--- src/rtl/spi_pkg.sv ---
// Shared types and helpers for the SPI slave shifter: FSM state encoding and
// the bit-counter width function.
package spi_pkg;

  typedef enum logic [1:0] {
    IDLE  = 2'd0,
    ARM   = 2'd1,
    SHIFT = 2'd2
  } spi_state_e;

  // One extra bit so the counter can represent DATA_W itself.
  function automatic int unsigned bit_cnt_w(input int unsigned data_w);
    return $clog2(data_w) + 1;
  endfunction

endpackage

--- src/rtl/spi_bit_counter.sv ---
// Received-bit counter for the SPI slave: counts sampled bits, flags the bit
// that completes a frame, and clears whenever chip select is inactive.
module spi_bit_counter
  import spi_pkg::*;
#(
  parameter int unsigned DATA_W = 8,
  parameter int unsigned CNT_W  = bit_cnt_w(DATA_W)
) (
  input  logic             clk,
  input  logic             rst_n,
  input  logic             i_cs_n,
  input  logic             i_inc,
  output logic [CNT_W-1:0] o_bit_cnt,
  output logic             o_done
);

  logic [CNT_W-1:0] r_cnt;

  // The sample that would take the count to DATA_W closes the frame, so the
  // counter wraps straight to zero instead of ever holding DATA_W.
  assign o_done    = i_inc && (r_cnt == CNT_W'(DATA_W - 1));
  assign o_bit_cnt = r_cnt;

  // NOTE: sequential state uses non-blocking assignments so every register
  // samples pre-edge values, independent of statement order.
  always_ff @(posedge clk or negedge rst_n) begin
    if (!rst_n) begin
      r_cnt <= '0;
    end else if (i_cs_n || o_done) begin
      r_cnt <= '0;
    end else if (i_inc) begin
      r_cnt <= r_cnt + CNT_W'(1);
    end
  end

endmodule

--- src/rtl/spi_slave_shifter.sv ---
// SPI slave shift engine behind an SCLK edge-detect stage, with a one-word TX
// holding register. Optional overrun detection: SPI_SLAVE_OVR_DET_EN.
module spi_slave_shifter
  import spi_pkg::*;
#(
  parameter int unsigned DATA_W    = 8,
  parameter int unsigned CPHA      = 1,
  parameter int unsigned MSB_FIRST = 1
) (
  input  logic              clk,
  input  logic              rst_n,
`ifdef SPI_SLAVE_OVR_DET_EN
  input  logic              rx_ack,
`endif
  input  logic              cs_n,
  input  logic              sampl_en,
  input  logic              shift_en,
  input  logic              mosi,
  output logic              miso,
  output logic              miso_oe,
  input  logic [DATA_W-1:0] tx_data,
  input  logic              tx_valid,
  output logic              tx_ready,
  output logic [DATA_W-1:0] rx_data,
  output logic              rx_valid,
  output logic              rx_ovr
);

  localparam int unsigned CNT_W = bit_cnt_w(DATA_W);

  spi_state_e        r_state, w_state_nxt;
  logic [DATA_W-1:0] r_hold, r_tx_shreg, r_rx_shreg, r_rx_data;
  logic [DATA_W-1:0] w_rx_next, w_tx_next;
  logic              r_full, r_tx_ready, r_rx_valid, r_miso_oe;
  logic              w_sample, w_shift, w_load, w_advance, w_accept, w_full_nxt;
  logic              w_frame_done, w_cnt_zero;
  logic [CNT_W-1:0]  w_bit_cnt;

  spi_bit_counter #(.DATA_W(DATA_W), .CNT_W(CNT_W)) u_cnt (
    .clk       (clk),
    .rst_n     (rst_n),
    .i_cs_n    (cs_n),
    .i_inc     (w_sample),
    .o_bit_cnt (w_bit_cnt),
    .o_done    (w_frame_done)
  );

  // A sample wins over a coincident shift request.
  assign w_sample   = !cs_n && sampl_en && (r_state == SHIFT);
  assign w_shift    = !cs_n && shift_en && !sampl_en;
  assign w_cnt_zero = (w_bit_cnt == '0);

  // A shift with no bits yet sampled in the current frame is the frame's first
  // edge: CPHA=1 loads on it, CPHA=0 (already loaded) ignores it.
  assign w_load    = (CPHA == 0) ? ((r_state == ARM && !cs_n) || w_frame_done)
                                 : (w_shift && w_cnt_zero && (r_state != IDLE));
  assign w_advance = w_shift && !w_cnt_zero && (r_state == SHIFT);

  // A frame load frees the holding register in the same cycle, so a
  // coincident tx_valid is taken even though tx_ready reads 0.
  assign w_accept   = tx_valid && (r_tx_ready || w_load);
  assign w_full_nxt = w_accept ? 1'b1 : (w_load ? 1'b0 : r_full);

  assign w_rx_next = (MSB_FIRST != 0) ? {r_rx_shreg[DATA_W-2:0], mosi}
                                      : {mosi, r_rx_shreg[DATA_W-1:1]};
  assign w_tx_next = (MSB_FIRST != 0) ? {r_tx_shreg[DATA_W-2:0], 1'b0}
                                      : {1'b0, r_tx_shreg[DATA_W-1:1]};

  // NOTE: assign every always_comb output a default first so no path through
  // the block leaves it unassigned and infers a latch.
  always_comb begin
    w_state_nxt = r_state;
    case (r_state)
      IDLE:    if (!cs_n) w_state_nxt = ARM;
      ARM:     if (CPHA == 0 || w_shift) w_state_nxt = SHIFT;
      SHIFT:   w_state_nxt = SHIFT;
      default: w_state_nxt = IDLE;
    endcase
    if (cs_n) w_state_nxt = IDLE;
  end

  always_ff @(posedge clk or negedge rst_n) begin
    if (!rst_n) begin
      r_state    <= IDLE;
      r_hold     <= '0;
      r_full     <= 1'b0;
      r_tx_ready <= 1'b0;
      r_tx_shreg <= '0;
      r_rx_shreg <= '0;
      r_rx_data  <= '0;
      r_rx_valid <= 1'b0;
      r_miso_oe  <= 1'b0;
    end else begin
      r_state    <= w_state_nxt;
      r_full     <= w_full_nxt;
      r_tx_ready <= !w_full_nxt;
      r_rx_valid <= w_frame_done;
      r_miso_oe  <= !cs_n;
      if (w_accept)     r_hold     <= tx_data;
      if (w_load)       r_tx_shreg <= r_full ? r_hold : '0;
      else if (w_advance) r_tx_shreg <= w_tx_next;
      if (w_sample)     r_rx_shreg <= w_rx_next;
      if (w_frame_done) r_rx_data  <= w_rx_next;
    end
  end

  assign miso     = r_miso_oe && ((MSB_FIRST != 0) ? r_tx_shreg[DATA_W-1] : r_tx_shreg[0]);
  assign miso_oe  = r_miso_oe;
  assign tx_ready = r_tx_ready;
  assign rx_data  = r_rx_data;
  assign rx_valid = r_rx_valid;

`ifdef SPI_SLAVE_OVR_DET_EN
  // r_rx_pend marks a delivered word that has not yet been acknowledged.
  logic r_rx_pend, r_rx_ovr;

  always_ff @(posedge clk or negedge rst_n) begin
    if (!rst_n) begin
      r_rx_pend <= 1'b0;
      r_rx_ovr  <= 1'b0;
    end else begin
      if (w_frame_done)  r_rx_pend <= 1'b1;
      else if (rx_ack)   r_rx_pend <= 1'b0;
      if (w_frame_done && r_rx_pend && !rx_ack) r_rx_ovr <= 1'b1;
      else if (rx_ack)                          r_rx_ovr <= 1'b0;
    end
  end

  assign rx_ovr = r_rx_ovr;
`else
  assign rx_ovr = 1'b0;
`endif

endmodule

--- config.mk ---
export PLATFORM = sky130hd
export DESIGN_NAME = spi_slave_shifter
export DESIGN_NICKNAME = d
export VERILOG_FILES = /design/src/rtl/spi_pkg.sv /design/src/rtl/spi_bit_counter.sv /design/src/rtl/spi_slave_shifter.sv
export SDC_FILE = /design/constraint.sdc
export NUM_CORES = 1
export LEC_CHECK = 0
export BUFFER_PORTS_ARGS = -buffer_cell sky130_fd_sc_hd__buf_2
export CAP_MARGIN = 15
export CORE_MARGIN = 4
export CORE_UTILIZATION = 56
export CTS_CLUSTER_SIZE = 14
export DETAILED_ROUTE_END_ITERATION = 10
export GPL_TIMING_DRIVEN = 0
export PLACE_DENSITY = 0.78
export SYNTH_ARGS = -nofsm -noshare
export SYNTH_HDL_FRONTEND = slang
export SYNTH_SLANG_ARGS = --single-unit
--- constraint.sdc ---
create_clock -name clk -period 2.09 [get_ports clk]
set_input_delay 0.1045 -clock clk [delete_from_list [all_inputs] [get_ports clk]]
set_output_delay 0.1045 -clock clk [all_outputs]
set_load 0.005 [all_outputs]
== After elaboration in Yosys (flattened, before gate mapping) ==
Index checks and enable logic that the tools add are counted.
W data, S select, Z words.

* Register bits: 41
* Input port bits: 15
* Logic and storage cells: 47
* Output and inout port bits: 13

* Muxes and demuxes: 10
* Eq/ne operators: 4
* Reduce and logical (&&, ||, !) cells: 22
* $add $sub $neg: 1

{| class="wikitable"
|+ Operators by type and width
! kind !! count
|-
| $mux W8 || 3
|-
| $logic_and A1 B1 Y1 || 11
|-
| $mux W4 || 2
|-
| $pmux W2 S3 || 1
|-
| $reduce_bool A2 Y1 || 3
|-
| $add A4 B1 Y4 const B || 1
|-
| $eq A4 B3 Y1 const B || 1
|-
| $logic_not A1 Y1 || 4
|-
| $logic_not A4 Y1 || 1
|-
| $mux W2 || 2
|-
| $ne A3 B3 Y1 const B || 1
|-
| $eq A2 B1 Y1 const B || 1
|-
| $eq A2 B2 Y1 const B || 1
|-
| $logic_not A2 Y1 || 1
|-
| $logic_or A1 B1 Y1 || 2
|-
| $mux W1 || 2
|}

== Longest topological paths before layout ==
* Word-level depth: 9
* Gate-level depth with buffers: 6
* Mapped depth without buffers: 5

== Modules after synthesis ==
A second synthesis with hierarchy kept.

* Cells, all modules: 165
* Area total of the unflattened synthesis: 1940.6 um^2

{| class="wikitable"
|+ Modules (own cells, without submodules)
! module !! cells each !! instances !! sequential area each (um^2) !! area an instance (um^2)
|-
| spi_slave_shifter || 146 || 1 || 925.9 || 1720.4
|-
| spi_bit_counter || 19 || 1 || 100.1 || 220.2
|}

== Least setup slack after synthesis ==
Ideal clock, no wire load.

* Kind: register to register
* Start: register r_state[0]
* End: register r_hold[0]
* Data required time: 1.965 ns
* Setup time: 0.125 ns
* Arrival time: 1.773 ns
* Cell stages (with the launch flop): 7
* Setup slack: 0.192 ns
* Buffers on the path: 1
* Cell sequence: dfrtp_1 -> inv_1 -> ha_1 -> nor4b_4 -> a32o_1 -> buf_6 -> mux2_4

* Word-level cells in the longest chain between the ends: 4

{| class="wikitable"
|+ RTL lines
! what !! RTL line !! text
|-
| start: declaration || spi_slave_shifter.sv:31 || <nowiki>spi_state_e r_state, w_state_nxt;</nowiki>
|-
| start signal: assignment || spi_slave_shifter.sv:94 || <nowiki>r_state <= w_state_nxt;</nowiki>
|-
| $reduce_bool A2 Y1 || spi_slave_shifter.sv:56 || <nowiki>: (w_shift && w_cnt_zero && (r_state != IDLE));</nowiki>
|-
| $logic_and A1 B1 Y1 || spi_slave_shifter.sv:56 ||
|-
| $logic_or A1 B1 Y1 || spi_slave_shifter.sv:61 || <nowiki>assign w_accept = tx_valid && (r_tx_ready || w_load);</nowiki>
|-
| $logic_and A1 B1 Y1 || spi_slave_shifter.sv:61 ||
|-
| end signal: assignment || spi_slave_shifter.sv:99 || <nowiki>if (w_accept) r_hold <= tx_data;</nowiki>
|-
| end: declaration || spi_slave_shifter.sv:32 || <nowiki>logic [DATA_W-1:0] r_hold, r_tx_shreg, r_rx_shreg, r_rx_data;</nowiki>
|}

Every way passes these cells.
A chain may end at the register's enable or synchronous reset.

== Final worst setup path ==
* Start: register u_cnt.r_cnt[0], in the netlist u_cnt.o_bit_cnt[0]
* End: register r_tx_shreg[1]

* Word-level cells in the longest chain between the ends: 5
* Elaborated cells between the ends (all ways): 8
* Those cells by class: 1 x mux; 7 x reduce/logical

{| class="wikitable"
|+ RTL lines
! what !! RTL line !! text
|-
| start: declaration || spi_bit_counter.sv:17 || <nowiki>logic [CNT_W-1:0] r_cnt;</nowiki>
|-
| start signal: assignment || spi_bit_counter.sv:32 || <nowiki>r_cnt <= r_cnt + CNT_W'(1);</nowiki>
|-
| $logic_not A4 Y1 (*) || spi_slave_shifter.sv:51 || <nowiki>assign w_cnt_zero = (w_bit_cnt == '0);</nowiki>
|-
| $logic_not A1 Y1 || spi_slave_shifter.sv:57 || <nowiki>assign w_advance = w_shift && !w_cnt_zero && (r_state == SHIFT);</nowiki>
|-
| $logic_and A1 B1 Y1 (2 in series) || spi_slave_shifter.sv:57 ||
|-
| $reduce_bool A2 Y1 (no source line) || n/a ||
|-
| end signal: assignment || spi_slave_shifter.sv:100 || <nowiki>if (w_load) r_tx_shreg <= r_full ? r_hold : '0;</nowiki>
|-
| end signal: assignment || spi_slave_shifter.sv:101 || <nowiki>else if (w_advance) r_tx_shreg <= w_tx_next;</nowiki>
|-
| end: declaration || spi_slave_shifter.sv:32 ||
|}

Mark *: on every way between the ends. The rest lies on a longest branch, timed or not.

==> reports/qor.yml <==
routing:
  drtIter0Drc: 68
  wl_met3_um: 148
  routed_wl_mm: 3.357
  wl_per_cell_um: 13.99
  wl_met2_mm: 1.688
  final_antenna_net_count: 0
  drcViolationCount: 0
  wl_met1_mm: 1.452
  viasPerCell: 5.333
  dr.max_layer_used: "met4"
  vias: 1280
  drtPass1Iterations: 4
global_route:
  antenna_found_initial: 0
  grtUsageTotal: 0.1782
  grt_pass1_vias: 1384
  grt_pass1_wl_mm: 5.871
  grt_overflow: 0
  grt_max_degree: 42
setup_path:
  critPathLaunchType: "register"
  rr_startpoint: "u_cnt.o_bit_cnt[0]$_DFFE_PN0P_"
  path_max_fanout: 8
  worstSetupPathType: "reg2reg"
  startpoint: "u_cnt.o_bit_cnt[0]$_DFFE_PN0P_"
  crit_arrival_ns: 2.12
  endpoint_kind: "register"
  reg2reg_slack_ns: 0.24
  worstPathRequired_ns: 2.36
sta:
  finalHoldViolCount: 0
  rsz0062_at_grt: "no"
  tns_ns: 0
  worstMarginPinSlew_ns: 0.8693
  max_slew_margin: 0.4205
  finalCritPeriodShare: 0.8860
  fmax_mhz: 540.0
  setup_viol: 0
  min_period_ns: 1.852
  maxSlewViolCount: 0
  fin_skew_ns: 0.004853
synth:
  yosysUniqueCellTypes: 35
  synth_top_area_share: 0.5459
  yosys.area.top_type: "dfrtp_1"
  synth_warnings: 0
  postSynth.asyncResetShare: 1.000
  synthesis.nets: 172
  syn_inst: 152
  synth.cell_area_um2: 1879
  synth_edf_count: 0
  yosysSeqAreaShare: 0.5459
  synth_area_leaders: "dfrtp_1 (55%), mux2_2 (9.0%), mux2_4 (7.2%), nand3_1 (5.1%), ha_1 (3.3%)"
  ys_ff_latch: 41
  syn_avg_cell_area_um2: 12.36
  synth-main-ff-cell: "dfrtp_1"
cts:
  cts-root-buf: "clkbuf_4"
  clkTransAtPathRegs_ns: 0.12
  cts-buffers-inserted: 5
  insertion_delay_ns: 0.35
  cts_buffer_depth: 2
  htree_levels: 2
  cts.sinks: 41
  cts_tree: "built"
placed_design:
  gp_congestion: 0.7346
  numPortBuffers: 24
  placed_cells: 220
  hpwl_mm: 2.293
  post_dp_cell_area_um2: 2054
pwr:
  p_leak_uw: 0.001110
  power.density_nw_per_um2: 1080
  max-vdd-ir-drop_uv: 633.7
  report.power.total_uw: 2461
cells_and_area:
  antenna_cells: 0
  final_area_um2: 2280
  layout.cells.non_filler: 240
  final_util: 0.7288
  area_delta_synth_final_pct: 21.31
  nets: 215
  drive_gt1_frac: 0.3418
die:
  rows: 20
  io_pins: 28
  core-area_um2: 3128
  start_util: 0.6008
  die_area_um2: 4347
  die_h_um: 65.93
  dieWidth_um: 65.93
worst_hold_path:
  hold_path.class: "in2reg"
  hp-start: "shift_en"
run:
  drv_cap: 0
outcome:
  status: "finished clean"
repair_timing:
action / CTS / global route
cloned: 0 / 0
resized for setup: 0 / 1
setup endpoints to repair: 8 / 6
hold buffers: 11 / 0
pin swaps: 1 / 0
endpoints found under the hold margin: 58 / 0
buffers inserted: 1 / 0
sequential cells by signal (all words and copies together), names as in the netlist:
| signal | flops |
|---|---|
| tx_ready | 1 |
| r_tx_shreg | 8 |
| rx_valid | 1 |
| r_hold | 8 |
| miso_oe | 1 |
| rx_data | 8 |
| r_full | 1 |
| u_cnt.o_bit_cnt | 4 |
| r_state | 2 |
| r_rx_shreg | 7 |
cell usage after synthesis (2+ instances only):
| library cell | count |
|---|---|
| dfrtp_1 | 41 |
| nand3_1 | 19 |
| mux2_2 | 15 |
| inv_1 | 14 |
| mux2_4 | 9 |
| o211ai_1 | 7 |
| a21oi_1 | 6 |
| ha_1 | 5 |
| nand2_1 | 4 |
| o21ai_0 | 3 |
| and2_1 | 2 |
| buf_6 | 2 |
| clkbuf_1 | 2 |
| nor2_1 | 2 |
metal layers:
metal,track usage,vias up
met1,0.2031,633
met5,0,-
met2,0.3141,25
met4,0.07868,0
li1,-,614
met3,0.04422,8
logic make-up after synthesis:
logic type | after synthesis | synth area share
flops | 41 | 0.5459
simple gates | 40 | 0.1338
mux | 24 | 0.1618
buf+inv | 21 | 0.05326
compound gates | 19 | 0.06525
fa+ha+maj | 5 | 0.03329
other cells | 1 | 0.001995
xor+xnor | 1 | 0.004661
worst max-delay path, stage by stage, from the launching register on:
cell      delay, ns
dfrtp_1        0.44
inv_1          0.07
ha_1           0.18
or3b_1         0.34
buf_2          0.18
mux2_4         0.36
o211ai_1       0.19
per-stage QoR:
| step | worst slack [ns] | hold WS (ns) |
|---|---|---|
| 2_1_floorplan | 0.1917 | -0.1911 |
| 3_3_place_gp | 0.009776 | 0.2599 |
| 3_5_place_dp | -0.03436 | 0.2725 |
| 4_1_cts | 0.1197 | 0.09878 |
| 5_1_grt | 0.1296 | 0.1399 |
| 6_report | 0.2382 | 0.1117 |
where the power goes:
group	switching [uW]	total (uW)	internal, uW	leakage [uW]
logic	301	673	372	0.000524
registers	142	1160	1020	0.000531
clock network	255	626	370	0.0000552
total	698	2460	1760	0.00111
final timing paths:
| check | endpoint | cells after the start |
|---|---|---|
| max | r_tx_shreg[1]$_DFFE_PN0P_ | 6 |
| min | r_state[0]$_DFFE_PN0P_ | 4 |
| max reg2reg | r_tx_shreg[1]$_DFFE_PN0P_ | 6 |
| min reg2reg | tx_ready$_DFF_PN0_ | 1 |
| max in group asynchronous | r_rx_shreg[5]$_DFFE_PN0P_ | 2 |
| min in group asynchronous | u_cnt.o_bit_cnt[0]$_DFFE_PN0P_ | 2 |
cell type report:
class,instances,area (um^2)
fillers,217,848.3
clock buffers,5,37.54
plain buffers,7,47.55
multi-input cells,90,758.2
clock inverters,3,65.06
well taps,44,55.05
flip-flops and latches,41,1026
inverters,14,52.55
repair buffers,36,237.7
layout by cell type (no fill, tap or decap), drive strengths merged, types with 2 or more instances in the layout:
| master | n |
|---|---|
| buf | 29 |
| nand3b | 2 |
| inv | 14 |
| nand3 | 19 |
| o21ai | 3 |
| nand2 | 4 |
| dlygate4sd3 | 11 |
| bufinv | 2 |
| and2 | 2 |
| o211ai | 7 |
| dfrtp | 41 |
| mux2 | 24 |
| clkbuf | 8 |
| a21oi | 6 |
| ha | 5 |
| nor2 | 3 |
(Power assumes the default switching activity.)
